File: src/rtl/uart_rx_buffer.sv
// uart_rx_buffer
//   Serial receive front end for the core's input instruction path. Receives
//   8N1 frames on an asynchronous serial line and queues each good byte in a
//   show-ahead FIFO so nothing is lost while the consumer is stalled.
//
// Parameters
//   CLK_PER_BIT  clock cycles per serial bit (>= 4)
//   DEPTH_LOG2   log2 of the FIFO depth
//
// Ports
//   clk        in   system clock, all logic on posedge
//   rst        in   synchronous active-high reset
//   rxd        in   raw serial line, asynchronous, idle high
//   rx_pop     in   consumer takes rx_data this cycle
//   rx_data    out  FIFO head byte, meaningful only while rx_valid=1
//   rx_valid   out  FIFO non-empty
//   rx_count   out  number of bytes held (0 .. 2**DEPTH_LOG2)
//   overrun    out  sticky: a good byte was dropped because the FIFO was full
//   frame_err  out  sticky: a stop bit was sampled low
//   err_clr    in   clears overrun and frame_err (a coincident new error wins)
module uart_rx_buffer #(
  parameter int unsigned CLK_PER_BIT = 868,
  parameter int unsigned DEPTH_LOG2  = 4
) (
  input  logic                  clk,
  input  logic                  rst,
  input  logic                  rxd,
  input  logic                  rx_pop,
  output logic [7:0]            rx_data,
  output logic                  rx_valid,
  output logic [DEPTH_LOG2:0]   rx_count,
  output logic                  overrun,
  output logic                  frame_err,
  input  logic                  err_clr
);

  localparam int unsigned CW    = $clog2(CLK_PER_BIT);
  localparam int unsigned DEPTH = 1 << DEPTH_LOG2;
  localparam int unsigned NW    = DEPTH_LOG2 + 1;

  localparam logic [CW-1:0] CNT_LAST = CW'(CLK_PER_BIT - 1);
  localparam logic [CW-1:0] CNT_HALF = CW'(CLK_PER_BIT / 2 - 1);
  localparam logic [NW-1:0] CNT_FULL = NW'(DEPTH);

  typedef enum logic [1:0] {
    S_IDLE,
    S_START,
    S_DATA,
    S_STOP
  } state_e;

  // --------------------------------------------------------------------------
  // Input synchroniser: two flops, reset to the idle (high) line level so a
  // reset never looks like a start bit by itself.
  // --------------------------------------------------------------------------
  logic rxd_meta_q;
  logic rxd_s_q;

  always_ff @(posedge clk) begin
    if (rst) begin
      rxd_meta_q <= 1'b1;
      rxd_s_q    <= 1'b1;
    end else begin
      rxd_meta_q <= rxd;
      rxd_s_q    <= rxd_meta_q;
    end
  end

  // --------------------------------------------------------------------------
  // Receive FSM
  // --------------------------------------------------------------------------
  state_e        state_q, state_d;
  logic [CW-1:0] cnt_q,   cnt_d;
  logic [2:0]    idx_q,   idx_d;
  logic [7:0]    shift_q, shift_d;

  logic          byte_push;
  logic          frame_evt;

  // State register
  always_ff @(posedge clk) begin
    if (rst) begin
      state_q <= S_IDLE;
      cnt_q   <= '0;
      idx_q   <= '0;
      shift_q <= '0;
    end else begin
      state_q <= state_d;
      cnt_q   <= cnt_d;
      idx_q   <= idx_d;
      shift_q <= shift_d;
    end
  end

  // Next-state logic
  always_comb begin
    state_d = state_q;
    cnt_d   = cnt_q;
    idx_d   = idx_q;
    shift_d = shift_q;

    unique case (state_q)
      S_IDLE: begin
        if (!rxd_s_q) begin
          state_d = S_START;
          cnt_d   = '0;
        end
      end

      // Half a bit into the start bit: still low means a real frame,
      // high means a glitch and the line is ignored.
      S_START: begin
        if (cnt_q == CNT_HALF) begin
          cnt_d = '0;
          if (rxd_s_q) begin
            state_d = S_IDLE;
          end else begin
            state_d = S_DATA;
            idx_d   = '0;
          end
        end else begin
          cnt_d = cnt_q + CW'(1);
        end
      end

      // From here every sample is a full bit period after the previous
      // one, so all samples stay at bit centres. LSB arrives first and is
      // shifted down from the top.
      S_DATA: begin
        if (cnt_q == CNT_LAST) begin
          cnt_d   = '0;
          shift_d = {rxd_s_q, shift_q[7:1]};
          if (idx_q == 3'd7) begin
            state_d = S_STOP;
          end else begin
            idx_d = idx_q + 3'd1;
          end
        end else begin
          cnt_d = cnt_q + CW'(1);
        end
      end

      // Stop bit is sampled at its centre and IDLE is re-entered right
      // away, leaving half a bit of slack before the next start edge.
      S_STOP: begin
        if (cnt_q == CNT_LAST) begin
          cnt_d   = '0;
          state_d = S_IDLE;
        end else begin
          cnt_d = cnt_q + CW'(1);
        end
      end

      default: begin
        state_d = S_IDLE;
        cnt_d   = '0;
      end
    endcase
  end

  // Output logic
  always_comb begin
    byte_push = 1'b0;
    frame_evt = 1'b0;
    if (state_q == S_STOP && cnt_q == CNT_LAST) begin
      byte_push = rxd_s_q;
      frame_evt = ~rxd_s_q;
    end
  end

  // --------------------------------------------------------------------------
  // Show-ahead FIFO
  // --------------------------------------------------------------------------
  logic [7:0]            mem_q [DEPTH];
  logic [DEPTH_LOG2-1:0] wptr_q,  wptr_d;
  logic [DEPTH_LOG2-1:0] rptr_q,  rptr_d;
  logic [NW-1:0]         count_q, count_d;

  logic pop_fire;
  logic push_acc;
  logic full;
  logic ovr_evt;

  assign full     = (count_q == CNT_FULL);
  assign pop_fire = rx_pop && (count_q != '0);
  // A pop in the same cycle frees the slot the push needs, so full+push+pop
  // is accepted and the count stays at depth.
  assign push_acc = byte_push && (!full || pop_fire);
  assign ovr_evt  = byte_push && full && !pop_fire;

  always_comb begin
    wptr_d  = wptr_q;
    rptr_d  = rptr_q;
    count_d = count_q;
    if (push_acc) begin
      wptr_d = wptr_q + DEPTH_LOG2'(1);
    end
    if (pop_fire) begin
      rptr_d = rptr_q + DEPTH_LOG2'(1);
    end
    unique case ({push_acc, pop_fire})
      2'b10:   count_d = count_q + NW'(1);
      2'b01:   count_d = count_q - NW'(1);
      default: count_d = count_q;
    endcase
  end

  always_ff @(posedge clk) begin
    if (rst) begin
      wptr_q  <= '0;
      rptr_q  <= '0;
      count_q <= '0;
    end else begin
      wptr_q  <= wptr_d;
      rptr_q  <= rptr_d;
      count_q <= count_d;
    end
  end

  // Storage needs no reset; reads are masked while the FIFO is empty.
  always_ff @(posedge clk) begin
    if (!rst && push_acc) begin
      mem_q[wptr_q] <= shift_q;
    end
  end

  assign rx_valid = (count_q != '0);
  assign rx_count = count_q;
  assign rx_data  = rx_valid ? mem_q[rptr_q] : '0;

  // --------------------------------------------------------------------------
  // Sticky error flags: a new event takes priority over err_clr.
  // --------------------------------------------------------------------------
  logic overrun_q, overrun_d;
  logic ferr_q,    ferr_d;

  always_comb begin
    overrun_d = overrun_q;
    ferr_d    = ferr_q;
    if (err_clr) begin
      overrun_d = 1'b0;
      ferr_d    = 1'b0;
    end
    if (ovr_evt) begin
      overrun_d = 1'b1;
    end
    if (frame_evt) begin
      ferr_d = 1'b1;
    end
  end

  always_ff @(posedge clk) begin
    if (rst) begin
      overrun_q <= 1'b0;
      ferr_q    <= 1'b0;
    end else begin
      overrun_q <= overrun_d;
      ferr_q    <= ferr_d;
    end
  end

  assign overrun   = overrun_q;
  assign frame_err = ferr_q;

endmodule

File: config.mk
export PLATFORM = sky130hd
export DESIGN_NAME = uart_rx_buffer
export DESIGN_NICKNAME = d
export VERILOG_FILES = /design/src/rtl/uart_rx_buffer.sv
export SDC_FILE = /design/constraint.sdc
export NUM_CORES = 1
export LEC_CHECK = 0
export BUFFER_PORTS_ARGS = -buffer_cell sky130_fd_sc_hd__buf_2
export CORE_ASPECT_RATIO = 0.8
export CORE_MARGIN = 10
export CORE_UTILIZATION = 66
export CTS_CLUSTER_SIZE = 14
export DETAILED_ROUTE_END_ITERATION = 12
export GPL_ROUTABILITY_DRIVEN = 0
export GPL_TIMING_DRIVEN = 0
export PLACE_DENSITY = 0.84
export SKIP_CTS_REPAIR_TIMING = 1
export SLEW_MARGIN = 20
export SYNTH_ARGS = -nofsm -noshare
export SYNTH_HDL_FRONTEND = slang
export SYNTH_SLANG_ARGS = --single-unit
export TNS_END_PERCENT = 100
File: constraint.sdc
create_clock -name clk -period 7.33 [get_ports clk]
set_input_delay 0.733 -clock clk [delete_from_list [all_inputs] [get_ports clk]]
set_output_delay 0.733 -clock clk [all_outputs]
set_load 0.01 [all_outputs]
==> results of run 1 <==
-- cell families after synthesis --
family,count (synthesis),share of synthesized area (%)
AND/OR/NAND/NOR,132,9.69
buffers and inverters,28,1.66
flip-flops,172,66.7
AO/OA/AOI/OAI,48,4.36
XOR/XNOR,8,0.989
multiplexers,50,14.2
adder cells (fa/ha/maj),13,2.40
-- placed cells by master (no fill, tap or decap), drive strengths merged, types with 2 or more instances in the layout --
master,synthesis,routed
buf,6,26
nor3,5,5
nand3b,2,2
or4,3,3
xor2,3,3
or3b,2,2
inv,10,16
xnor2,5,5
edfxtp,128,128
nor2b,2,2
mux2i,9,9
a31oi,3,3
nor2,48,48
or3,4,4
mux4,40,40
nor4,4,4
o21ai,8,8
or2,4,4
nand2b,5,5
o311a,2,2
a21oi,21,21
a21o,3,3
and2,11,11
clkbuf,12,35
dfxtp,44,44
nand3,15,15
nand2,21,21
a22o,2,2
and3,3,3
ha,12,12
-- report_power, final --
group / internal, mW / total, mW / switching [mW] / leakage [nW]
combinational: 0.00461 / 0.0151 / 0.0104 / 0.919
clock: 0.541 / 0.922 / 0.380 / 0.302
sequential: 1.03 / 1.03 / 0.00132 / 1.54
total: 1.58 / 1.97 / 0.392 / 2.76
-- state kept, by name, summed over array words and instances, names as in the netlist, 3 cells and up, named ones only --
| name | cells |
|---|---|
| wptr_q | 4 |
| cnt_q | 10 |
| rptr_q | 4 |
| shift_q | 8 |
| rx_count | 5 |
| mem_q | 128 |
| idx_q | 3 |
-- critical path: cells and delay by family (launching register included) --
family        cells  cell delay [ns]
buf+inv           3             0.92
flops             1             0.32
mux               2             1.13
simple gates      1             0.17
-- cells in the mapped netlist (all sizes together), types with 2 or more instances --
master	n
a21o	3
a21oi	21
a22o	2
a31oi	3
and2	11
and3	3
buf	6
clkbuf	12
dfxtp	44
edfxtp	128
ha	12
inv	10
mux2i	9
mux4	40
nand2	21
nand2b	5
nand3	15
nand3b	2
nor2	48
nor2b	2
nor3	5
nor4	4
o21ai	8
o311a	2
or2	4
or3	4
or3b	2
or4	3
xnor2	5
xor2	3
-- routing by layer --
metal	GRT usage (%)	up-vias
li1	-	1818
met1	29.9	2187
met2	38.5	297
met3	4.69	67
met4	9.00	0
met5	0	-
-- stage by stage --
step                total power, mW  cell area, um^2  util, %
floorplan                      1.06             7090        -
global placement               1.07             7360     71.0
detailed placement             1.07             7360     71.0
CTS                            1.97             7980     77.0
global route                   2.01             7980     77.0
finish                         1.97             7980     77.0
-- final cells by class --
class	count	area [um^2]	share of cell area, %
clock buffers	23	520	6.52
repair buffers	20	100	1.25
multi-input cells	251	2250	28.2
clock inverters	9	93.8	1.18
well taps	140	175	2.20
flip-flops and latches	172	4720	59.2
inverters	10	37.5	0.471
plain buffers	18	80.1	1.00
-- final timing paths --
path	cells past startpoint	slack, ns	to	startpoint
worst min register to register	1	0.41	rxd_s_q	rxd_meta_q
worst min-delay path	1	0.41	rxd_s_q	rxd_meta_q
worst max-delay path	6	3.62	rx_data[3]	flip-flop
worst max register to register	11	4.09	rx_count[4]	cnt_q[0]
==> flow_summary.ini, run 1 <==
[placement]
dp_slack_ns = 4.12
placed_cells = 611
dp_hpwl_um = 9830
numPortBuffers = 20

[clock_network]
insertion_delay_ns = 0.44
cts_max_level = 4
cts_buffers = 17
cts_root_buffer = clkbuf_16
cts_buffer_depth = 2
clk_pin_slew_ns = 0.07
cts_sinks = 172
cts_tree = yes

[yosys]
synth_cell_types = 55
ys_seq_area_share_pct = 66.7
synth_area_leaders = edfxtp_1 (54%), mux4_2 (13%), dfxtp_1 (12%)
synth_top_area_cell = edfxtp_1
syn_inst = 451
ys_async_sr_fraction_pct = 0
synth_seq_cells = 172
synth_top_area_share_pct = 54.2
syn-cell-area_um2 = 7090
synth.avg_cell_area_um2 = 15.7
synth-edff-count = 128
ys_warn_count = 0
synth_ff_type = edfxtp_1
syn-num-nets = 469

[floorplanning]
dieWidth_um = 136
num_rows = 33
pin_count = 21
fp.dieH_um = 113
fp.dieArea_um2 = 15300
start_util_pct = 68.4
core_area_um2 = 10400

[route]
vias_per_cell = 6.79
wl_per_cell_um = 26.8
drt_first_pass_iters = 5
remaining_drc_errors = 0
wl_met2_um = 8640
drtIter0Drc = 650
dr.max_layer_used = met4
vias = 4369
wl_met1_um = 6450
wl_met3_um = 1560
drtAntennaViolNets = 0
wirelength_um = 17200

[hold_path]
hp-class = flip-flop to flip-flop

[sta]
finalSetupViolCount = 0
finalMaxSlewViolations = 0
worst_pin_slew_ns = 0.987
layout_min_cycle_time_ns = 3.71
hold_viol = 0
finalSetupTns_ns = 0
whs_ns = 0.414
relSlewSlack_pct = 33.9
fin_ws_ns = 3.62
rsz0062_at_grt = false
finalCritPeriodShare_pct = 50.7
clock_skew_ns = 0.0170
clock.fmax_mhz = 269

[critical_path]
crit_chain = clkbuf_1, buf_2, mux4_2, mux4_2, and2_1, buf_2
cp_data_arrival_time_ns = 2.98
cp-start-kind = flip-flop
slowest_stage = mux4_2
critPathKind = flip-flop to output pin
end_kind = output pin
cpPeakStageDelay_ns = 0.62
crit_path_max_fanout = 10
cp.required_ns = 6.60

[global_route]
grt.overflow.total = 0
grt_usage_pct = 23.3
grt_pass1_vias = 4132
grt_pass1_wl_um = 26300
antenna_found_initial = 0
grt_max_degree = 19

[cells_and_area]
antenna_cells = 0
nFillCells = 528
drive_above_1_share_pct = 22.1
final_cells = 643
final_nets = 508
areaGrowthSynthToFinish_pct = 12.6

[power]
p_leak_nw = 2.76
powerDensity_nw_per_um2 = 247
ir_drop_uv = 196

[outcome]
outcome = complete, no violations

[flow_run]
drv_cap = 0
(Power assumes the default switching activity.)
==> inputs of run 2 (changes only) <==
Settings changed: CORE_UTILIZATION 66 to 61, PLACE_DENSITY 0.84 to 0.78.
Clock period 7.33 ns to 3.9 ns, I/O delays scaled along.
==> run 2 against run 1 <==
  * Worst hold slack got worse by 0.25 ns
  * First-iteration DRC count is 37% lower
  * Cell count up 1.2%
  * Flip-flop and latch count unchanged
==> flow_summary.ini, run 2 (synthesized netlist as in run 1, its figures left out) <==
[global_route]
grt_max_degree = 19
grtUsageMet2_pct = 30.8
grt.overflow.total = 0
grt_pass1_wl_um = 23100
use_met1_pct = 24.7
use_met3_pct = 4.75
antenna_found_initial = 0
grt_busiest_layer = met2
grt_pass1_vias = 3968
grt_usage_pct = 18.9

[sta]
finalCritPeriodShare_pct = 83.3
finalSetupViolCount = 0
clock_skew_ns = 0.0102
finalMaxSlewViolations = 0
layout_min_cycle_time_ns = 3.25
hold_viol = 0
worst_pin_slew_ns = 1.09
clock.fmax_mhz = 308
relSlewSlack_pct = 26.9
finalSetupTns_ns = 0
rsz0062_at_grt = false

[power]
ir_drop_uv = 317
power_switching_mw = 0.717
powerDensity_nw_per_um2 = 456
pwr-share-comb_pct = 0.8
swShare_pct = 19.7
power.total_mw = 3.64
pwr-share-clk_pct = 45.8
power.internal_mw = 2.92
seq_power_share_pct = 53.4
p_leak_nw = 2.75

[cells_and_area]
final_common_cell = edfxtp_1
largest_reg_flops = 128
areaGrowthSynthToFinish_pct = 12.5
multi_input_comb_area_um2 = 2250
top_regs = mem_q (128), cnt_q (10), shift_q (8)
top_register = mem_q
final_nets = 508
final_cell_mix = edfxtp_1 (128), nor2_1 (46), dfxtp_1 (44)
drive_above_1_share_pct = 22.1
nFillCells = 695
antenna_cells = 0
post-route-util_pct = 69.8
seq_area_um2 = 4720

[critical_path]
ff2ff_setup_slack_ns = 0.70
crit_path_max_fanout = 10
cp-start-kind = flip-flop
critPathKind = flip-flop to output pin
end_kind = output pin
ff2ff_path_depth = 11
r2r-end = rx_count[4]
cp.required_ns = 3.51
rr_startpoint = cnt_q[0]
cp_data_arrival_time_ns = 2.86

[route]
drtAntennaViolNets = 0
wirelength_um = 15000
remaining_drc_errors = 0
wl_per_cell_um = 23.0
drtIter0Drc = 408
drt_first_pass_iters = 6
vias = 4022
vias_per_cell = 6.18

[floorplanning]
fp.dieH_um = 116
start_util_pct = 62.0
pin_count = 21
core_area_um2 = 11400
fp.dieArea_um2 = 16400
num_rows = 35
dieWidth_um = 141

[hold_path]
min_path_cells = 2
worstHoldStart = rxd
hp-class = primary input to flip-flop
min_delay_worst_endpoint = rxd_meta_q

[clock_network]
clk_pin_slew_ns = 0.07
cts_max_level = 4
cts_buffers = 17
cts_root_buffer = clkbuf_16
cts_sinks = 172
cts_buffer_depth = 2
cts_tree = yes
insertion_delay_ns = 0.42

[placement]
dp_hpwl_um = 9160
numPortBuffers = 20

[flow_run]
drv_cap = 0

[outcome]
outcome = complete, no violations
[run 2: power by group through the flow]
stage	combinational (mW)	sequential [mW]	clock, mW
global placement	0.0259	1.98	0
CTS	0.0273	1.94	1.68
floorplan	0.0173	1.98	0
global route	0.0299	1.94	1.77
finish	0.0275	1.94	1.67
detailed placement	0.0268	1.98	0
[run 2: cell type report]
type	count	area share, %
clock inverters	9	0.879
clock buffers	23	6.67
multi-input cells	251	28.2
well taps	148	2.32
inverters	10	0.471
repair buffers	20	1.26
flip-flops and latches	172	59.2
plain buffers	18	1.00
[run 2: through the flow]
step | std cells | area [um^2] | hold slack, ns | setup slack (ns)
final | 651 | 7980 | 0.159 | 0.652
after global routing | 651 | 7980 | 0.150 | 0.493
after CTS | 651 | 7980 | 0.142 | 0.588
after detailed placement | 619 | 7370 | 0.399 | 0.712
after global placement | 619 | 7370 | 0.393 | 0.776
after floorplan | 451 | 7090 | 0.389 | 1.12
[run 2: layer usage]
metal,share of wire [%],vias to the layer above
met5,0,-
met4,1.0,0
met3,6.6,16
met2,50,137
met1,42,2052
li1,-,1817
[run 2: critical path: stages (launching register included)]
cell,delay [ns]
dfxtp_1,0.31
clkbuf_1,0.26
buf_2,0.43
mux4_2,0.61
mux4_2,0.51
and2_1,0.18
buf_2,0.14
[run 2: how the worst max path moves through the flow]
stage / end / cells past startpoint
3_5_place_dp: rx_count[4] / 11
6_report: rx_data[1] / 6
2_1_floorplan: rx_count[4] / 11
3_3_place_gp: rx_count[4] / 11
4_1_cts: rx_data[1] / 6
5_1_grt: rx_count[4] / 11
